**src/rtl/mux_scan_pkg.sv**
```systemverilog
// Shared types and constants for the 8:1 selector scan sequencer.
// Holds the FSM state encoding, channel geometry and the y/w integrity helper.
package mux_scan_pkg;

  localparam int CH_COUNT = 8;
  localparam int CH_IDX_W = 3;
  localparam int SETTLE_W = 4;

  typedef enum logic [1:0] {
    IDLE   = 2'd0,
    SELECT = 2'd1,
    SAMPLE = 2'd2,
    DONE   = 2'd3
  } scan_state_e;

  // A healthy selector always drives w as the complement of y.
  function automatic logic yw_fault(input logic y, input logic w);
    return (y == w);
  endfunction

endpackage

```
**src/rtl/mux_scan_next_ch.sv**
```systemverilog
// Finds the lowest enabled channel strictly above cur_idx.
// When first is set, the search starts from channel 0 inclusive.
module mux_scan_next_ch
  import mux_scan_pkg::*;
(
  input  logic [CH_COUNT-1:0] mask,
  input  logic [CH_IDX_W-1:0] cur_idx,
  input  logic                first,
  output logic [CH_IDX_W-1:0] next_idx,
  output logic                found
);

  logic [CH_COUNT-1:0] elig_s;

  // Walk from the top down so the lowest eligible channel is the last one written.
  always_comb begin
    elig_s   = '0;
    next_idx = '0;
    for (int i = CH_COUNT - 1; i >= 0; i--) begin
      elig_s[i] = mask[i] & (first | (CH_IDX_W'(i) > cur_idx));
      next_idx  = elig_s[i] ? CH_IDX_W'(i) : next_idx;
    end
    found = |elig_s;
  end

endmodule

```
**src/rtl/mux_scan_ctrl.sv**
```systemverilog
// Steps an 8:1 data selector through its enabled channels and assembles an
// 8-bit snapshot delivered over valid/ready, with change flags and y/w checking.
module mux_scan_ctrl
  import mux_scan_pkg::*;
#(
  parameter int SETTLE_CYCLES = 2
) (
  input  logic                clk,
  input  logic                rst_n,
  input  logic                start,
  input  logic                cont,
  input  logic [CH_COUNT-1:0] ch_mask,
  output logic                mux_g,
  output logic                mux_a,
  output logic                mux_b,
  output logic                mux_c,
  input  logic                mux_y,
  input  logic                mux_w,
  output logic [CH_COUNT-1:0] scan_data,
  output logic                scan_valid,
  input  logic                scan_ready,
  output logic [CH_COUNT-1:0] chg,
  output logic                busy,
  output logic                err
);

  localparam logic [SETTLE_W-1:0] SETTLE_INIT = SETTLE_W'(SETTLE_CYCLES - 1);

  scan_state_e         state_r, state_nxt_s;
  logic [CH_IDX_W-1:0] ch_r, ch_nxt_s;
  logic [CH_COUNT-1:0] mask_r, mask_nxt_s;
  logic [SETTLE_W-1:0] settle_r, settle_nxt_s;
  logic [CH_COUNT-1:0] snap_r, snap_nxt_s;
  logic [CH_COUNT-1:0] data_r, data_nxt_s;
  logic [CH_COUNT-1:0] chg_r, chg_nxt_s;
  logic [CH_COUNT-1:0] prev_r, prev_nxt_s;
  logic                valid_r, valid_nxt_s;
  logic                err_r, err_nxt_s;
  logic                busy_r, busy_nxt_s;
  logic                mux_g_r;

  logic                nc_first_s;
  logic [CH_COUNT-1:0] nc_mask_s;
  logic [CH_IDX_W-1:0] nc_idx_s;
  logic                nc_found_s;

  // Outside SAMPLE the search is for the first channel of a new scan over the live mask.
  assign nc_first_s = (state_r != SAMPLE);
  assign nc_mask_s  = nc_first_s ? ch_mask : mask_r;

  mux_scan_next_ch u_next_ch (
    .mask     (nc_mask_s),
    .cur_idx  (ch_r),
    .first    (nc_first_s),
    .next_idx (nc_idx_s),
    .found    (nc_found_s)
  );

  // Next-state and next-register values for the whole sequencer.
  always_comb begin
    state_nxt_s  = state_r;
    ch_nxt_s     = ch_r;
    mask_nxt_s   = mask_r;
    settle_nxt_s = settle_r;
    snap_nxt_s   = snap_r;
    data_nxt_s   = data_r;
    chg_nxt_s    = chg_r;
    prev_nxt_s   = prev_r;
    valid_nxt_s  = valid_r;
    err_nxt_s    = err_r;
    case (state_r)
      IDLE: begin
        if (start || cont) begin
          mask_nxt_s = ch_mask;
          snap_nxt_s = '0;
          err_nxt_s  = start ? 1'b0 : err_r;
          if (nc_found_s) begin
            state_nxt_s  = SELECT;
            ch_nxt_s     = nc_idx_s;
            settle_nxt_s = SETTLE_INIT;
          end else begin
            state_nxt_s = DONE;
            data_nxt_s  = '0;
            chg_nxt_s   = data_nxt_s ^ prev_r;
            valid_nxt_s = 1'b1;
          end
        end else begin
          state_nxt_s = IDLE;
        end
      end
      SELECT: begin
        if (settle_r == SETTLE_W'(0)) begin
          state_nxt_s = SAMPLE;
        end else begin
          settle_nxt_s = settle_r - SETTLE_W'(1);
        end
      end
      SAMPLE: begin
        snap_nxt_s[ch_r] = mux_y;
        err_nxt_s        = err_r | yw_fault(mux_y, mux_w);
        if (nc_found_s) begin
          state_nxt_s  = SELECT;
          ch_nxt_s     = nc_idx_s;
          settle_nxt_s = SETTLE_INIT;
        end else begin
          state_nxt_s = DONE;
          data_nxt_s  = snap_nxt_s;
          chg_nxt_s   = snap_nxt_s ^ prev_r;
          valid_nxt_s = 1'b1;
        end
      end
      DONE: begin
        if (valid_r && scan_ready) begin
          prev_nxt_s  = data_r;
          valid_nxt_s = 1'b0;
          if (cont && nc_found_s) begin
            state_nxt_s  = SELECT;
            mask_nxt_s   = ch_mask;
            snap_nxt_s   = '0;
            ch_nxt_s     = nc_idx_s;
            settle_nxt_s = SETTLE_INIT;
          end else begin
            state_nxt_s = IDLE;
          end
        end else begin
          state_nxt_s = DONE;
        end
      end
      default: begin
        state_nxt_s = IDLE;
        valid_nxt_s = 1'b0;
      end
    endcase
    busy_nxt_s = (state_nxt_s == SELECT) || (state_nxt_s == SAMPLE);
  end

  // State register and every externally visible output.
  always_ff @(posedge clk or negedge rst_n) begin
    if (!rst_n) begin
      state_r  <= IDLE;
      ch_r     <= '0;
      mask_r   <= '0;
      settle_r <= '0;
      snap_r   <= '0;
      data_r   <= '0;
      chg_r    <= '0;
      prev_r   <= '0;
      valid_r  <= 1'b0;
      err_r    <= 1'b0;
      busy_r   <= 1'b0;
      mux_g_r  <= 1'b1;
    end else begin
      state_r  <= state_nxt_s;
      ch_r     <= ch_nxt_s;
      mask_r   <= mask_nxt_s;
      settle_r <= settle_nxt_s;
      snap_r   <= snap_nxt_s;
      data_r   <= data_nxt_s;
      chg_r    <= chg_nxt_s;
      prev_r   <= prev_nxt_s;
      valid_r  <= valid_nxt_s;
      err_r    <= err_nxt_s;
      busy_r   <= busy_nxt_s;
      mux_g_r  <= ~busy_nxt_s;
    end
  end

  assign mux_g      = mux_g_r;
  assign mux_a      = ch_r[0];
  assign mux_b      = ch_r[1];
  assign mux_c      = ch_r[2];
  assign scan_data  = data_r;
  assign scan_valid = valid_r;
  assign chg        = chg_r;
  assign busy       = busy_r;
  assign err        = err_r;

endmodule

```
**config.mk**
```make
export PLATFORM = sky130hd
export DESIGN_NAME = mux_scan_ctrl
export DESIGN_NICKNAME = d
export VERILOG_FILES = /design/src/rtl/mux_scan_pkg.sv /design/src/rtl/mux_scan_next_ch.sv /design/src/rtl/mux_scan_ctrl.sv
export SDC_FILE = /design/constraint.sdc
export NUM_CORES = 1
export LEC_CHECK = 0
export CORE_UTILIZATION = 55
export CTS_BUF_LIST = sky130_fd_sc_hd__clkbuf_16
export CTS_CLUSTER_SIZE = 10
export DETAILED_ROUTE_END_ITERATION = 6
export PLACE_DENSITY = 0.78
export SLEW_MARGIN = 20
export SYNTH_ARGS = -nofsm -noshare
export SYNTH_HDL_FRONTEND = slang
export SYNTH_SLANG_ARGS = --single-unit
```
**constraint.sdc**
```tcl
create_clock -name clk -period 4.5 [get_ports clk]
set_input_delay 0.9 -clock clk [delete_from_list [all_inputs] [get_ports clk]]
set_output_delay 0.9 -clock clk [all_outputs]
set_load 0.005 [all_outputs]
```
After elaboration in Yosys (flattened, before gate mapping)

Index checks and enable logic that the tools add are counted.

Flip-flop bits (word level): 53
Output and inout port bits: 23
Input port bits: 15
Logic and storage cells: 126

Reduce and logical (&&, ||, !) cells: 18
Mux-type cells: 52
$lt $le $gt $ge: 10
Equality and inequality tests: 14
Bitwise operators: 19
Add/sub/neg operators: 1

Operators with widths:

| operator             | count |
|---|---|
| $mux W8              | 13 |
| $pmux W8 S2          | 3 |
| $mux W3              | 12 |
| $pmux W8 S3          | 1 |
| $mux W4              | 5 |
| $ne A2 B2 Y1 const B | 8 |
| $pmux W4 S4          | 1 |
| $reduce_and A4 Y1    | 4 |
| $gt A3 B3 Y1 const A | 4 |
| $or A1 B1 Y1         | 9 |
| $pmux W3 S3          | 1 |
| $and A1 B1 Y1        | 8 |
| $bwmux W8            | 1 |
| $mux W2              | 4 |
| $pmux W2 S4          | 1 |
| $reduce_or A8 Y1     | 1 |
| $xor A8 B8 Y8        | 1 |
| $mux W1              | 7 |
| $eq A2 B2 Y1 const B | 3 |
| $gt A1 B3 Y1 const A | 2 |
| $gt A2 B3 Y1 const A | 2 |
| $reduce_and A3 Y1    | 2 |
| $eq A2 B1 Y1 const B | 2 |
| $logic_not A4 Y1     | 1 |
| other kinds (14)     | 18 |

Depth between registers and ports, before layout

Depth in word-level cells: 14
Gate-level depth with buffers: 7
Mapped depth without buffers: 6

Cells and area by module

Synthesis repeated with hierarchy kept, for this count alone.

Cells, all modules: 246
Area total of the unflattened synthesis: 2844.0 µm²

Modules (own cells, without submodules):

| module           | seq. area each (µm²) | area an instance (µm²) | times used | cells each |
|---|---|---|---|---|
| mux_scan_ctrl    | 1327.5               | 2606.2                 | 1          | 210 |
| mux_scan_next_ch | 0.0                  | 237.7                  | 1          | 36 |

Worst setup path before layout

No wires, ideal clock.

Path kind: input port to flip-flop
From: in ch_mask[6]
To: reg chg_r[7], in the netlist chg[7]
Data required time: 4.375 ns
Library setup time: 0.125 ns
Buffers on the path: 1
Path slack: 2.030 ns
Arrival: 2.345 ns
Stages: 5
Path through: mux2_4 -> nor4b_4 -> nand3_4 -> buf_6 -> mux2_4

Word-level cells in the longest chain between the ends: 5
Elaborated cells on any way between the ends: 6
Classes of those cells: 2 x eq/ne; 1 x mux; 1 x bitwise; 2 x reduce/logical

RTL lines:

| element                         | RTL line               | text |
|---|---|---|
| start: declaration              | mux_scan_ctrl.sv:12    | `input logic [CH_COUNT-1:0] ch_mask,` |
| $mux W8 (*)                     | mux_scan_ctrl.sv:49    | `assign nc_mask_s = nc_first_s ? ch_mask : mask_r;` |
| $and A1 B1 Y1 (*)               | mux_scan_next_ch.sv:20 | `elig_s[i] = mask[i] & (first \| (CH_IDX_W'(i) > cur_idx));` |
| $reduce_or A8 Y1 (*)            | mux_scan_next_ch.sv:23 | `found = \|elig_s;` |
| $ne A2 B2 Y1 (no line)          | n/a                    |  |
| $reduce_and A4 Y1 (no line) (*) | n/a                    |  |
| end signal: assignment          | mux_scan_ctrl.sv:159   | `chg_r <= chg_nxt_s;` |
| end: declaration                | mux_scan_ctrl.sv:35    | `logic [CH_COUNT-1:0] chg_r, chg_nxt_s;` |

Mark *: on every way between the ends. The rest lies on a longest branch, timed or not.
A chain may end at the register's enable or synchronous reset.

Final worst setup path

From: reg state_r[0]
To: reg data_r[4], in the netlist scan_data[4]

Word-level cells in the longest chain between the ends: 6
Elaborated cells on any way between the ends: 27
Classes of those cells: 5 x eq/ne; 2 x mux; 16 x bitwise; 4 x reduce/logical

RTL lines:

| element                                 | RTL line                                    | text |
|---|---|---|
| start: declaration                      | mux_scan_ctrl.sv:29                         | `scan_state_e state_r, state_nxt_s;` |
| start signal: assignment                | mux_scan_ctrl.sv:153                        | `state_r <= state_nxt_s;` |
| $ne A2 B2 Y1                            | mux_scan_ctrl.sv:48                         | `assign nc_first_s = (state_r != SAMPLE);` |
| $mux W8 or $or A1 B1 Y1 (tied branches) | mux_scan_ctrl.sv:49, mux_scan_next_ch.sv:20 |  |
| $and A1 B1 Y1                           | mux_scan_next_ch.sv:20                      |  |
| $reduce_or A8 Y1                        | mux_scan_next_ch.sv:23                      |  |
| $ne A2 B2 Y1 (no line)                  | n/a                                         |  |
| $reduce_and A4 Y1 (no line)             | n/a                                         |  |
| end signal: assignment                  | mux_scan_ctrl.sv:158                        | `data_r <= data_nxt_s;` |
| end: declaration                        | mux_scan_ctrl.sv:34                         | `logic [CH_COUNT-1:0] data_r, data_nxt_s;` |

Several ways; a longest one is shown, not always the timed one.

==> flow_summary.ini <==
[clock_tree]
postCtsResizedCells = 0
clkSinkCount = 52
insertion_delay_ns = 0.28
cts_htree_levels = 2
cts.root.buffer_cell = clkbuf_16
cts-buffers-inserted = 5
clockBufferDepth = 2
worst_setup_hold_path_clk_slew_ns = 0.06
cts.hold.buffers_added = 0
tritoncts_clock_tree = built
postCtsSetupBuffers = 0

[timing]
drv_slew = 0
clock_skew_ns = 0.00362
fin_crit_sh_pct = 70.9
fin_crit_ns = 3.19
tns_ns = 0
maxClockFrequency_mhz = 314
final_hold_viol_count = 0
unrepaired_setup_endpoints_after_global_routing = no
finalSetupViolations = 0
setup_ws_ns = 1.31
slew_headroom_pct = 47.3
timing_worst_slew_pin_value_ns = 0.785
holdWs_ns = 0.500

[die]
io_pins = 38
die_w_microns = 73.1
rows = 25
coreArea_sq_um = 4790
initial_standard_cell_utilization_of_the_core_pct = 58.0
die_span_in_y_microns = 73.1
die_area_sq_um = 5340

[critical_path]
worst_setup_path_endpoint = scan_data[4]$_DFFE_PN0P_
worstSetupEndpointType = register
critPathSlowestCell = dfrtp_1
r2r_end = scan_data[4]$_DFFE_PN0P_
cp_data_arrival_time_ns = 3.36
worst_ep_required_time_ns = 4.67
critical_path.reg2reg.startpoint = state_r[0]$_DFF_PN0_
reg2regPathDepth = 5
path_delay_family = simple AND/OR/NAND/NOR gates
critical-path-max-stage-delay_ns = 0.64
r2r_slack_ns = 1.31
timing.critical_path.buf_inv = 0
path_depth = 5
crit_path_start = state_r[0]$_DFF_PN0_
cp-start-kind = register
crit_path_cell_trace = nor2b_1, mux2_4, nor4b_4, nand3_4, mux2_4
path_common_cell = mux2_4
crit_type = register to register
path_max_fanout = 25

[routing]
route.antenna.remaining_nets = 0
drtPass1Iterations = 4
detail_route.iter0.violations = 143
avgRoutedWirePerCell_microns = 16.1
detailroute.via_count = 2075
routed_wl_microns = 5720
drc_errors = 0
route.detailed.vias_per_inst = 5.83

[finish]
nNetsFinal = 305
layout-drive-gt1-share_pct = 17.3
layout.filler_cells = 360
layout_commonest_cell = dfrtp_1
num_antenna_cells = 0
area_growth_syn_to_layout_pct = 19.2
final_cell_mix = dfrtp_1 (51), clkdlybuf4s50_1 (36), mux2_2 (27), nand2_1 (19), nor2_1 (16)

[power_and_ir_drop]
p_leak_nw = 1.47
power_frac_comb_pct = 37.4
powerDensity_nw_per_um2 = 552
total_switching_power_mw = 0.647
p_seq_share_pct = 43.2
design_internal_power_mw = 1.18
irDropWorstVdd_v = 0.000276
power.clock.fraction_pct = 19.3
netSwitchingFraction_pct = 35.4
fin_total_pwr_mw = 1.83

[logic_synthesis]
synth-edff-count = 0
yosys_register_bits = 52
mappedNetlistArea_sq_um = 2780
synth.avg_cell_area_sq_um = 10.9
number_of_standard_cells_after_synthesis = 255
synth_cell_types = 50
yosys_warnings = 0
asyncSetResetFlopFracSynth_pct = 100
synth_nets = 272
synthFlopType = dfrtp_1
synth_sequential_area_ratio_pct = 46.9

[min_path]
hold_path_depth = 1
worstHoldPathType = register to register

[place]
buffer_ports.inserted = 37
hpwlAfterDp_microns = 3840
detailedPlace.worstSlack_ns = 1.24
finalWeightedCongestion = 0.812

[global_route]
grt_max_degree = 53
via_count_of_the_first_global_routing_pass = 1963
grt_usage_pct = 23.5
initial_antenna_violation_count = 0
grt_pass1_wl_microns = 9470
global_route.overflow_total = 0

[run]
cap_viol_max_count = 0

[run_status]
outcome = finished clean
[stage by stage]
stage | utilization, % | cell area [sq um] | cells
3_5_place_dp | 66.4 | 3180 | 348
3_3_place_gp | 66.4 | 3180 | 348
6_report | 69.2 | 3310 | 356
2_1_floorplan | - | 2780 | 255
5_1_grt | 69.2 | 3310 | 356
4_1_cts | 69.2 | 3310 | 356
[power groups by stage]
stage	Sequential (mW)	Combinational, mW	Clock, mW
final	0.790	0.684	0.353
after global routing	0.814	0.759	0.373
after CTS	0.787	0.688	0.360
after detailed placement	0.795	0.677	0
after global placement	0.785	0.652	0
after floorplan	0.715	0.537	0
[Yosys cell counts (all sizes together), types with 3 or more instances]
cell type | number | area [sq um]
or4 | 3 | 22.5
buf | 9 | 47.5
clkbuf | 3 | 11.3
inv | 10 | 37.5
dfrtp | 51 | 1280
nand3b | 3 | 22.5
o21ai | 14 | 70.1
o211ai | 4 | 30.0
a31oi | 3 | 25.0
mux2i | 7 | 70.1
a21boi | 3 | 22.5
nand3 | 11 | 67.6
nor2b | 3 | 18.8
xor2 | 9 | 78.8
mux2 | 36 | 439
nand2 | 19 | 71.3
nor2 | 16 | 60.1
a21oi | 15 | 75.1
[worst min path at each step]
stage,slack [ns],startpoint,end
after floorplan,0.47,mask_r[1]$_DFFE_PN0P_,mask_r[1]$_DFFE_PN0P_
after global placement,0.48,mask_r[1]$_DFFE_PN0P_,mask_r[1]$_DFFE_PN0P_
after detailed placement,0.49,mask_r[6]$_DFFE_PN0P_,mask_r[6]$_DFFE_PN0P_
after CTS,0.50,mask_r[6]$_DFFE_PN0P_,mask_r[6]$_DFFE_PN0P_
after global routing,0.52,chg[3]$_DFFE_PN0P_,chg[3]$_DFFE_PN0P_
final,0.50,mask_r[6]$_DFFE_PN0P_,mask_r[6]$_DFFE_PN0P_
[state kept, by name (all words and copies together), names as in the netlist, 2 cells and up]
signal / flops
mask_r: 7
chg: 8
ch_r: 3
prev_r: 8
snap_r: 8
state_r: 2
scan_data: 8
settle_r: 4
[routing by layer]
metal | GRT usage (%) | routed length, microns
met5 | 0 | 0
met4 | 9.15 | 109
met3 | 3.73 | 243
met2 | 36.9 | 2710
met1 | 32.8 | 2660
[layout make-up]
type | instances | area (sq um) | share of cell area [%]
multi-input cells | 181 | 1380 | 41.6
flip-flops and latches | 52 | 1300 | 39.3
repair buffers | 38 | 373 | 11.3
clock buffers | 5 | 125 | 3.78
well taps | 67 | 83.8 | 2.53
inverters | 10 | 37.5 | 1.13
clock inverters | 3 | 11.3 | 0.340
[cells by family (layout without fill, tap and decap cells)]
group           count (synthesis)  after routing  share of synthesized area, %
compound gates                 55             55                          13.2
xor+xnor                        9              9                          2.84
fa+ha+maj                       2              2                         0.901
buf+inv                        22             56                          3.47
flops                          52             52                          46.9
mux                            43             43                          18.3
simple gates                   72             72                          14.3
(Power assumes the default switching activity.)
